==> src/rtl/alm_soa_pipe_if.sv <==
// Stream interface for the approximate log multiplier: operand pair in,
// signed product out, plus a busy indication.
interface alm_soa_pipe_if #(
    parameter int N     = 8,
    parameter int TAG_W = 4
);
    logic             in_valid_i;
    logic             in_ready_o;
    logic [N:0]       x_i;
    logic [N:0]       y_i;
    logic [TAG_W-1:0] tag_i;
    logic             out_valid_o;
    logic             out_ready_i;
    logic [2*N:0]     p_o;
    logic [TAG_W-1:0] tag_o;
    logic             busy_o;

    // Multiplier side
    modport slave (
        input  in_valid_i, x_i, y_i, tag_i, out_ready_i,
        output in_ready_o, out_valid_o, p_o, tag_o, busy_o
    );

    // Producer/consumer side
    modport master (
        output in_valid_i, x_i, y_i, tag_i, out_ready_i,
        input  in_ready_o, out_valid_o, p_o, tag_o, busy_o
    );
endinterface

==> src/rtl/alm_soa_pipe.sv <==
// Three-stage approximate logarithmic multiplier with set-one-adder
// truncation. Stage 1 encodes both magnitudes into the log domain, stage 2
// adds them, stage 3 converts back and applies sign/zero. A single global
// enable stalls every stage together when the output is blocked.
module alm_soa_pipe #(
    parameter int N     = 8,
    parameter int T     = 3,
    parameter int TAG_W = 4
) (
    input  logic            clk_i,
    input  logic            rst_i,
    alm_soa_pipe_if.slave   bus
);
    localparam int K  = $clog2(N);
    localparam int F  = N - 1 - T;
    localparam int W  = K + F;
    localparam int GI = (T > 0) ? T - 1 : 0;
    localparam logic [N-2:0] LOW_ONES = (N-1)'((64'd1 << T) - 64'd1);

    // Returns {k, frac[N-2:T], frac[T-1]}; the last bit is the soa guard
    // (forced 0 when nothing is truncated).
    function automatic logic [W:0] encode(input logic [N-1:0] m);
        logic [K-1:0] k;
        logic [N-1:0] sh;
        logic         g;
        k = '0;
        for (int i = 0; i < N; i++) begin
            if (m[i]) k = K'(i);
        end
        sh = m << (K'(N - 1) - k);
        g  = (T > 0) ? sh[GI] : 1'b0;
        return {k, sh[N-2:T], g};
    endfunction

    logic             en;
    logic             in_ready;
    logic [W:0]       enc_x;
    logic [W:0]       enc_y;

    logic             s1_valid;
    logic [W-1:0]     s1_op_x;
    logic [W-1:0]     s1_op_y;
    logic             s1_c;
    logic             s1_sign;
    logic             s1_zero;
    logic [TAG_W-1:0] s1_tag;

    logic             s2_valid;
    logic [W:0]       s2_l;
    logic             s2_sign;
    logic             s2_zero;
    logic [TAG_W-1:0] s2_tag;

    logic             s3_valid;
    logic [2*N:0]     s3_p;
    logic [TAG_W-1:0] s3_tag;

    logic [W:0]       sum;
    logic [K:0]       e;
    logic [N-2:0]     g_frac;
    logic [2*N-1:0]   wide;
    logic [2*N-1:0]   mag;
    logic [2*N:0]     p_next;

    assign en       = bus.out_ready_i | ~s3_valid;
    assign in_ready = en & ~rst_i;
    assign enc_x    = encode(bus.x_i[N-1:0]);
    assign enc_y    = encode(bus.y_i[N-1:0]);

    assign bus.in_ready_o  = in_ready;
    assign bus.out_valid_o = s3_valid;
    assign bus.p_o         = s3_p;
    assign bus.tag_o       = s3_tag;
    assign bus.busy_o      = s1_valid | s2_valid | s3_valid;

    // Log-domain addition and antilog shift feeding stage 3.
    always_comb begin
        sum    = {1'b0, s1_op_x} + {1'b0, s1_op_y} + {{W{1'b0}}, s1_c};
        e      = s2_l[W:F];
        g_frac = ((N-1)'(s2_l[F-1:0]) << T) | LOW_ONES;
        wide   = {{N{1'b0}}, 1'b1, g_frac};
        if (e >= (K+1)'(N - 1)) begin
            mag = wide << (e - (K+1)'(N - 1));
        end else begin
            mag = wide >> ((K+1)'(N - 1) - e);
        end
        p_next = s2_zero ? '0 : {s2_sign, mag};
    end

    // Pipeline registers: all stages advance together on en, hold otherwise.
    always_ff @(posedge clk_i) begin
        if (rst_i) begin
            s1_valid <= 1'b0;
            s1_op_x  <= '0;
            s1_op_y  <= '0;
            s1_c     <= 1'b0;
            s1_sign  <= 1'b0;
            s1_zero  <= 1'b0;
            s1_tag   <= '0;
            s2_valid <= 1'b0;
            s2_l     <= '0;
            s2_sign  <= 1'b0;
            s2_zero  <= 1'b0;
            s2_tag   <= '0;
            s3_valid <= 1'b0;
            s3_p     <= '0;
            s3_tag   <= '0;
        end else if (en) begin
            s1_valid <= bus.in_valid_i & in_ready;
            s1_op_x  <= enc_x[W:1];
            s1_op_y  <= enc_y[W:1];
            s1_c     <= enc_x[0] & enc_y[0];
            s1_sign  <= bus.x_i[N] ^ bus.y_i[N];
            s1_zero  <= (bus.x_i[N-1:0] == '0) | (bus.y_i[N-1:0] == '0);
            s1_tag   <= bus.tag_i;
            s2_valid <= s1_valid;
            s2_l     <= sum;
            s2_sign  <= s1_sign;
            s2_zero  <= s1_zero;
            s2_tag   <= s1_tag;
            s3_valid <= s2_valid;
            s3_p     <= p_next;
            s3_tag   <= s2_tag;
        end
    end
endmodule

==> src/flat_wrapper.sv <==
// flat-port wrapper written by rule: the top's interface ports become plain ports
module alm_soa_pipe_flat 
#(
    parameter int N     = 8,
    parameter int T     = 3,
    parameter int TAG_W = 4
)
  (clk_i, rst_i, bus_in_valid_i, bus_x_i, bus_y_i, bus_tag_i, bus_out_ready_i, bus_in_ready_o, bus_out_valid_o, bus_p_o, bus_tag_o, bus_busy_o);
  alm_soa_pipe_if #(.N(N), .TAG_W(TAG_W)) bus_i ();
  input  logic clk_i;
  input  logic rst_i;
  input wire logic [$bits(bus_i.in_valid_i)-1:0] bus_in_valid_i;
  input wire logic [$bits(bus_i.x_i)-1:0] bus_x_i;
  input wire logic [$bits(bus_i.y_i)-1:0] bus_y_i;
  input wire logic [$bits(bus_i.tag_i)-1:0] bus_tag_i;
  input wire logic [$bits(bus_i.out_ready_i)-1:0] bus_out_ready_i;
  output wire logic [$bits(bus_i.in_ready_o)-1:0] bus_in_ready_o;
  output wire logic [$bits(bus_i.out_valid_o)-1:0] bus_out_valid_o;
  output wire logic [$bits(bus_i.p_o)-1:0] bus_p_o;
  output wire logic [$bits(bus_i.tag_o)-1:0] bus_tag_o;
  output wire logic [$bits(bus_i.busy_o)-1:0] bus_busy_o;
  assign bus_i.in_valid_i = bus_in_valid_i;
  assign bus_i.x_i = bus_x_i;
  assign bus_i.y_i = bus_y_i;
  assign bus_i.tag_i = bus_tag_i;
  assign bus_i.out_ready_i = bus_out_ready_i;
  assign bus_in_ready_o = bus_i.in_ready_o;
  assign bus_out_valid_o = bus_i.out_valid_o;
  assign bus_p_o = bus_i.p_o;
  assign bus_tag_o = bus_i.tag_o;
  assign bus_busy_o = bus_i.busy_o;
  alm_soa_pipe #(.N(N), .T(T), .TAG_W(TAG_W)) u_core (.clk_i(clk_i), .rst_i(rst_i), .bus(bus_i));
endmodule
==> config.mk <==
export PLATFORM = sky130hd
export DESIGN_NAME = alm_soa_pipe_flat
export DESIGN_NICKNAME = d
export VERILOG_FILES = /design/src/rtl/alm_soa_pipe_if.sv /design/src/rtl/alm_soa_pipe.sv /design/src/flat_wrapper.sv
export SDC_FILE = /design/constraint.sdc
export NUM_CORES = 1
export LEC_CHECK = 0
export CAP_MARGIN = 20
export CORE_ASPECT_RATIO = 1.4
export CORE_UTILIZATION = 50
export DETAILED_ROUTE_END_ITERATION = 7
export GPL_TIMING_DRIVEN = 0
export PLACE_DENSITY = 0.74
export SLEW_MARGIN = 40
export SYNTH_ARGS = -nofsm -noshare
export SYNTH_HDL_FRONTEND = slang
export SYNTH_SLANG_ARGS = --single-unit
export TNS_END_PERCENT = 10
==> constraint.sdc <==
create_clock -name clk_i -period 2.77 [get_ports clk_i]
set_clock_uncertainty 0.15 [all_clocks]
set_input_delay 0.4155 -clock clk_i [delete_from_list [all_inputs] [get_ports clk_i]]
set_output_delay 0.4155 -clock clk_i [all_outputs]
set_load 0.01 [all_outputs]
==> metrics.md, run 1 <==
| Metric | Value |
|---|---|
| Post-route insts no fill | 603 |
| Crit-path slowest cell | dfxtp_1 |
| Most frequent cell after synthesis | nand2_1 |
| CTS buffer count | 9 |
| Pwr dens | 618.8 nW/um^2 |
| Syn Std Cell Area | 3475 sq um |
| Routed len/inst | 16.04 microns |
| Drt pass-1 iters | 4 |
| Worst path cell trace | ha_1 > ha_1 > clkbuf_1 > clkbuf_1 > a32oi_1 > a221oi_1 |
| Leak | 0.001651 uW |
| Synth-to-layout area growth | 23.08% |
| Ports | 50 |
| Max clock buf depth | 2 |
| Antenna Cells | 0 |
| Die height | 100.6 microns |
| Dpl hpwl | 7202 microns |
| Site Rows | 35 |
| CP Launch Type | flop |
| Final Cell Area | 4277 sq um |
| Period minus WS final | 2.599 ns |
| CTS clk-pin slew, worst paths | 0.07 ns |
| CTS tree | yes |
| Core Area | 6656 sq um |
| IO buf count | 43 |
| Async SR Flop Fraction | 0% |
| Vias in the first global route | 3,287 |
| Req. time, crit path | 2.87 ns |
| Synthesized flop and latch total | 59 |
| Synth area leaders | dfxtp_1 (34%), nand2_1 (8.0%), a21oi_1 (6.8%) |
| Setup WS pre-CTS | -0.1369 ns |
| H-tree levels | 3 |
| Period utilization | 93.83% |
| YS warnings | 0 |
| Crit end category | flop |
| Setup Crit Path Kind | flop to flop |
| CP Max Fanout | 10 |
| Final worst slack | 0.1708 ns |
| DP Area | 4020 sq um |
| Syn_nets | 490 |
| Total track usage | 27.84% |
| Top post-synthesis cells by count | nand2_1 (74), dfxtp_1 (59), a21oi_1 (47) |
| # setup viols final | 0 |
| Post-synth EDFFs | 0 |
| Rel. slew slack | 45.64% |
| Pins over their slew limit | 0 |
| Clock Sinks | 59 |
| Ys flop type | dfxtp_1 |
| Max-cap violations | 0 |
| Post-synthesis instance total | 452 |
| DRT iter0 DRCs | 195 |
| Final core occ | 64.25% |
| First-pass GRT wire length | 15,340 microns |
| Post-synth top area cell | dfxtp_1 |
| Skew-Pair Late Insertion Delay | 0.35 ns |
| Largest net degree at the start of global routing | 12 |
| Tightest Pin Transition | 0.8124 ns |
| Die Width | 72.46 microns |
| Final Net Count | 544 |
| Gpl congestion | 0.9248 |
| Maximum operating frequency | 384.7 MHz |
| Root Driver | clkbuf_8 |
| Top Family by Delay on Critical Path | buffers and inverters |
| VDD IR max | 485.8 uV |
| Hold Fails Final Rpt | 0 |
| Initial Util | 52.20% |
| Layout cells sized above 1 | 7.632% |
| Count of different cell masters after synthesis | 64 |
| Pwr Total | 2647 uW |
| Number of buffers and inverters on the critical path | 2 |
| Routed Antenna Nets | 0 |
| Final WL | 9674 microns |
| Hold WC Path Type | flop to flop |
| # Post-CTS Setup Buffers | 0 |
| Initial antenna violation count | 0 |
| Status | completed |
| Placed Cells | 587 |
| Die area | 7292 sq um |
| Via count | 3,544 |
| RSZ-0062 raised after global routing | false |
| # DRC | 0 |
| GRT overflow | 0 |
| DR vias/cell | 5.877 |
| Seq/Total Area, Yosys | 33.99% |
| Top-area cell type share of the netlist area | 33.99% |
| Crit path DAT | 2.70 ns |
| Critical path's largest stage delay | 0.39 ns |
| Syn_area_per_cell | 7.687 sq um |
power breakdown:
group,switching (uW),internal [uW]
Sequential,61.9,919
Combinational,386,293
Clock,365,623
Total,812,1830
cells by family after synthesis:
group	share of synthesized area, %
simple gates	22.76
compound gates	29.53
flops	33.99
buf+inv	5.077
fa+ha+maj	4.753
xor+xnor	2.016
mux	1.872
metrics by stage:
stage	hold slack, ns	TNS [ns]
floorplan	0.2791	0
global placement	0.2848	-0.5428
detailed placement	0.2937	-0.9898
CTS	0.3049	0
global route	0.3224	0
finish	0.3014	0
placed cells by master (no fill, tap or decap), types with 10 or more instances in the layout:
cell type and n:
a211oi_1 11, nor2_1 38, ha_1 10, inv_1 12, nand2_1 74, clkbuf_8 10
o21ai_0 24, nor3_1 14, clkdlybuf4s50_1 43, dfxtp_1 59, a21oi_1 47, clkbuf_1 20
final cells by class:
type / instances / area (sq um)
multi-input combinational: 349 / 2125
sequential: 59 / 1181
buffer: 32 / 131.4
clock buffer: 10 / 137.6
fill: 631 / 2380
clock inverter: 6 / 111.4
tap: 92 / 115.1
inverter: 12 / 45.04
timing repair buffer: 43 / 430.4
layer usage:
layer / share of wire, % / GRT usage, % / vias up
met3: 3.5 / 4.500 / 33
met4: 5.0 / 18.25 / 0
met2: 51 / 49.32 / 98
li1: - / - / 1754
met1: 40 / 30.07 / 1659
met5: 0 / 0 / -
what timing repair did:
action	4_1_cts	5_1_grt
setup endpoints to repair	1	1
hold buffers	0	0
resized for setup	1	1
worst register-to-register path, cell delays in order, from the launching register on:
cell and delay [ns]:
dfxtp_1 0.39, ha_1 0.34, ha_1 0.39, clkbuf_1 0.35
clkbuf_1 0.39, a32oi_1 0.17, a221oi_1 0.32
worst paths after layout:
check	start	to	slack (ns)	cells past startpoint
max	u_core.s2_l[4]	u_core.bus.p_o[8]	0.17	6
max reg2reg	u_core.s2_l[4]	u_core.bus.p_o[8]	0.17	6
min reg2reg	u_core.bus.p_o[12]	u_core.bus.p_o[12]	0.30	2
min	u_core.bus.p_o[12]	u_core.bus.p_o[12]	0.30	2
registers in the layout, summed over array words and instances (netlist names), 4 cells and up:
| signal | flops |
|---|---|
| u_core.s1_op_x | 7 |
| u_core.s1_tag | 4 |
| u_core.s2_l | 8 |
| u_core.s2_tag | 4 |
| u_core.bus.p_o | 17 |
| u_core.s1_op_y | 7 |
| u_core.bus.tag_o | 4 |
Note: power is estimated with default switching activity, not from simulation.
==> run 2: changes to the inputs <==
--- a/config.mk
+++ b/config.mk
@@ -6,7 +6,6 @@
 export NUM_CORES = 1
 export LEC_CHECK = 0
 export CAP_MARGIN = 20
-export CORE_ASPECT_RATIO = 1.4
 export CORE_UTILIZATION = 50
 export DETAILED_ROUTE_END_ITERATION = 7
 export GPL_TIMING_DRIVEN = 0
==> run 2 against run 1 <==
First-iteration DRC count is 46% higher. Cell count is 2.0% lower. Register-to-register slack improved by 0.06 ns. Hold slack improved by 0.0010 ns. Global-route usage down 0.51 points. Combinational power is 1% lower. Critical path depth down 1. Clock power decreased by 9.5%. Flip-flop and latch count stayed put. Via count fell by 1.1%. Wire length fell by 4.2%. Non-clock buffer count stayed put.
==> metrics.md, run 2 (same netlist as run 1, synthesis figures left out) <==
| Metric | Value |
|---|---|
| DR vias/cell | 5.931 |
| Tightest Pin Transition | 0.7494 ns |
| Maximum operating frequency | 375.1 MHz |
| Reg-to-reg slack, setup | 0.23 ns |
| Drt pass-1 iters | 8 |
| Commonest non-fill, non-tap cell in the layout | nand2_1 |
| Hold Crit Endpoint | u_core.s1_tag[3] |
| CTS tree | yes |
| Flop pwr share | 38.5% |
| Max-cap violations | 0 |
| CTS clk-pin slew, worst paths | 0.07 ns |
| Critical R2R Launch | u_core.s2_l[4] |
| # fillers | 633 |
| Dpl hpwl | 6822 microns |
| Routed Antenna Nets | 0 |
| Commonest cells after routing, fill and taps aside | nand2_1 (74), dfxtp_1 (59), a21oi_1 (47), clkdlybuf4s50_1 (43), nor2_1 (37) |
| Hold depth | 2 |
| Initial antenna violation count | 0 |
| Site Rows | 30 |
| Multi-input logic area | 2122 sq um |
| Root Driver | clkbuf_8 |
| # DRC | 0 |
| Core Area | 6756 sq um |
| First-pass GRT wire length | 15,460 microns |
| Rel. slew slack | 49.87% |
| Period utilization | 96.25% |
| Ports | 50 |
| Total track usage | 27.33% |
| Pwr Total | 2542 uW |
| Initial Util | 51.43% |
| Skew-Pair Late Insertion Delay | 0.36 ns |
| Max clock buf depth | 2 |
| Final WL | 9268 microns |
| Layout cells sized above 1 | 7.828% |
| Pins over their slew limit | 0 |
| Antenna Cells | 0 |
| Switching pwr | 820.8 uW |
| Die height | 85.36 microns |
| Clock Sinks | 59 |
| Max reg flops | 17 |
| Crit path DAT | 2.10 ns |
| Post-cts hold buffer count | 0 |
| Sw Ratio | 32.29% |
| Internal | 1721 uW |
| Largest net degree at the start of global routing | 13 |
| Crit end category | output port |
| Die Width | 85.36 microns |
| Logic pwr share | 26.3% |
| Period minus WS final | 2.666 ns |
| Reg area | 1181 sq um |
| Hold Fails Final Rpt | 0 |
| Final core occ | 62.67% |
| IO buf count | 43 |
| Vias in the first global route | 3,322 |
| Status | completed |
| Reg2reg end | u_core.bus.p_o[15] |
| CTS buffer count | 9 |
| Hold WC Path Type | flop to flop |
| Min-delay src | u_core.s1_tag[3] |
| Clock power share | 35.2% |
| Final Net Count | 544 |
| Pwr dens | 600.4 nW/um^2 |
| CP Launch Type | primary input |
| Die area | 7286 sq um |
| CP Max Fanout | 7 |
| Req. time, crit path | 2.20 ns |
| Via count | 3,505 |
| # setup viols final | 0 |
| VDD IR max | 378.4 uV |
| H-tree levels | 3 |
| Worst R2R Path Depth | 8 |
| Gpl congestion | 0.9961 |
| RSZ-0062 raised after global routing | false |
| GRT overflow | 0 |
| Leak | 0.001640 uW |
| Worst hold slack | 0.3025 ns |
| Setup Crit Path Kind | primary input to output port |
| DRT iter0 DRCs | 285 |
| Routed len/inst | 15.68 microns |
| Synth-to-layout area growth | 21.86% |
[run 2: metrics by stage]
stage          std cells  cell area, sq um  worst slack, ns  TNS, ns
6_report             591              4234           0.1039        0
3_5_place_dp         575              4005         -0.07342  -0.4692
5_1_grt              591              4234          0.04137        0
3_3_place_gp         575              4005         -0.07730  -0.1126
2_1_floorplan        452              3475           0.5285        0
4_1_cts              591              4232          0.09867        0
[run 2: layout make-up]
type,count,share of cell area [%]
Timing Repair Buffer,43,10.17
Multi-Input combinational cell,349,50.12
Clock buffer,9,2.926
Inverter,12,1.064
Tap cell,80,2.364
Buffer,32,3.103
Clock inverter,7,2.364
Sequential cell,59,27.90
[run 2: critical path, cell delays in order]
cell	delay, ns
clkdlybuf4s50_1	0.48
nor2b_1	0.05
clkbuf_1	0.21
nor2_2	0.34
clkdlybuf4s50_1	0.61
[run 2: layer usage]
metal / global-route usage (%) / wire [microns] / up-vias
met3: 5.253 / 542 / 27
met4: 14.70 / 285 / 0
li1: - / - / 1755
met2: 46.77 / 4504 / 122
met5: 0 / 0 / -
met1: 32.41 / 3936 / 1601
[run 2: repair_timing]
| action | CTS | global route |
|---|---|---|
| hold endpoints to repair | 0 | 0 |
| gates resized for setup | 1 | 0 |
| setup endpoints to repair | 1 | 0 |
| setup buffers | 0 | 0 |
[run 2: power groups by stage]
stage / combinational (uW) / sequential [uW] / clock [uW]
after floorplan: 449 / 991 / 0
final: 668 / 979 / 894
after global routing: 739 / 986 / 939
after global placement: 648 / 994 / 0
after CTS: 660 / 978 / 904
after detailed placement: 656 / 997 / 0
[run 2: worst max path at each step]
stage,end,start,cells after the start
after floorplan,u_core.s2_l[6],u_core.s1_c,7
after global placement,bus_in_ready_o,bus_out_ready_i,5
after detailed placement,u_core.s1_c,bus_out_ready_i,7
after CTS,bus_in_ready_o,bus_out_ready_i,5
after global routing,u_core.bus.p_o[15],u_core.s2_l[4],8
final,bus_in_ready_o,bus_out_ready_i,5
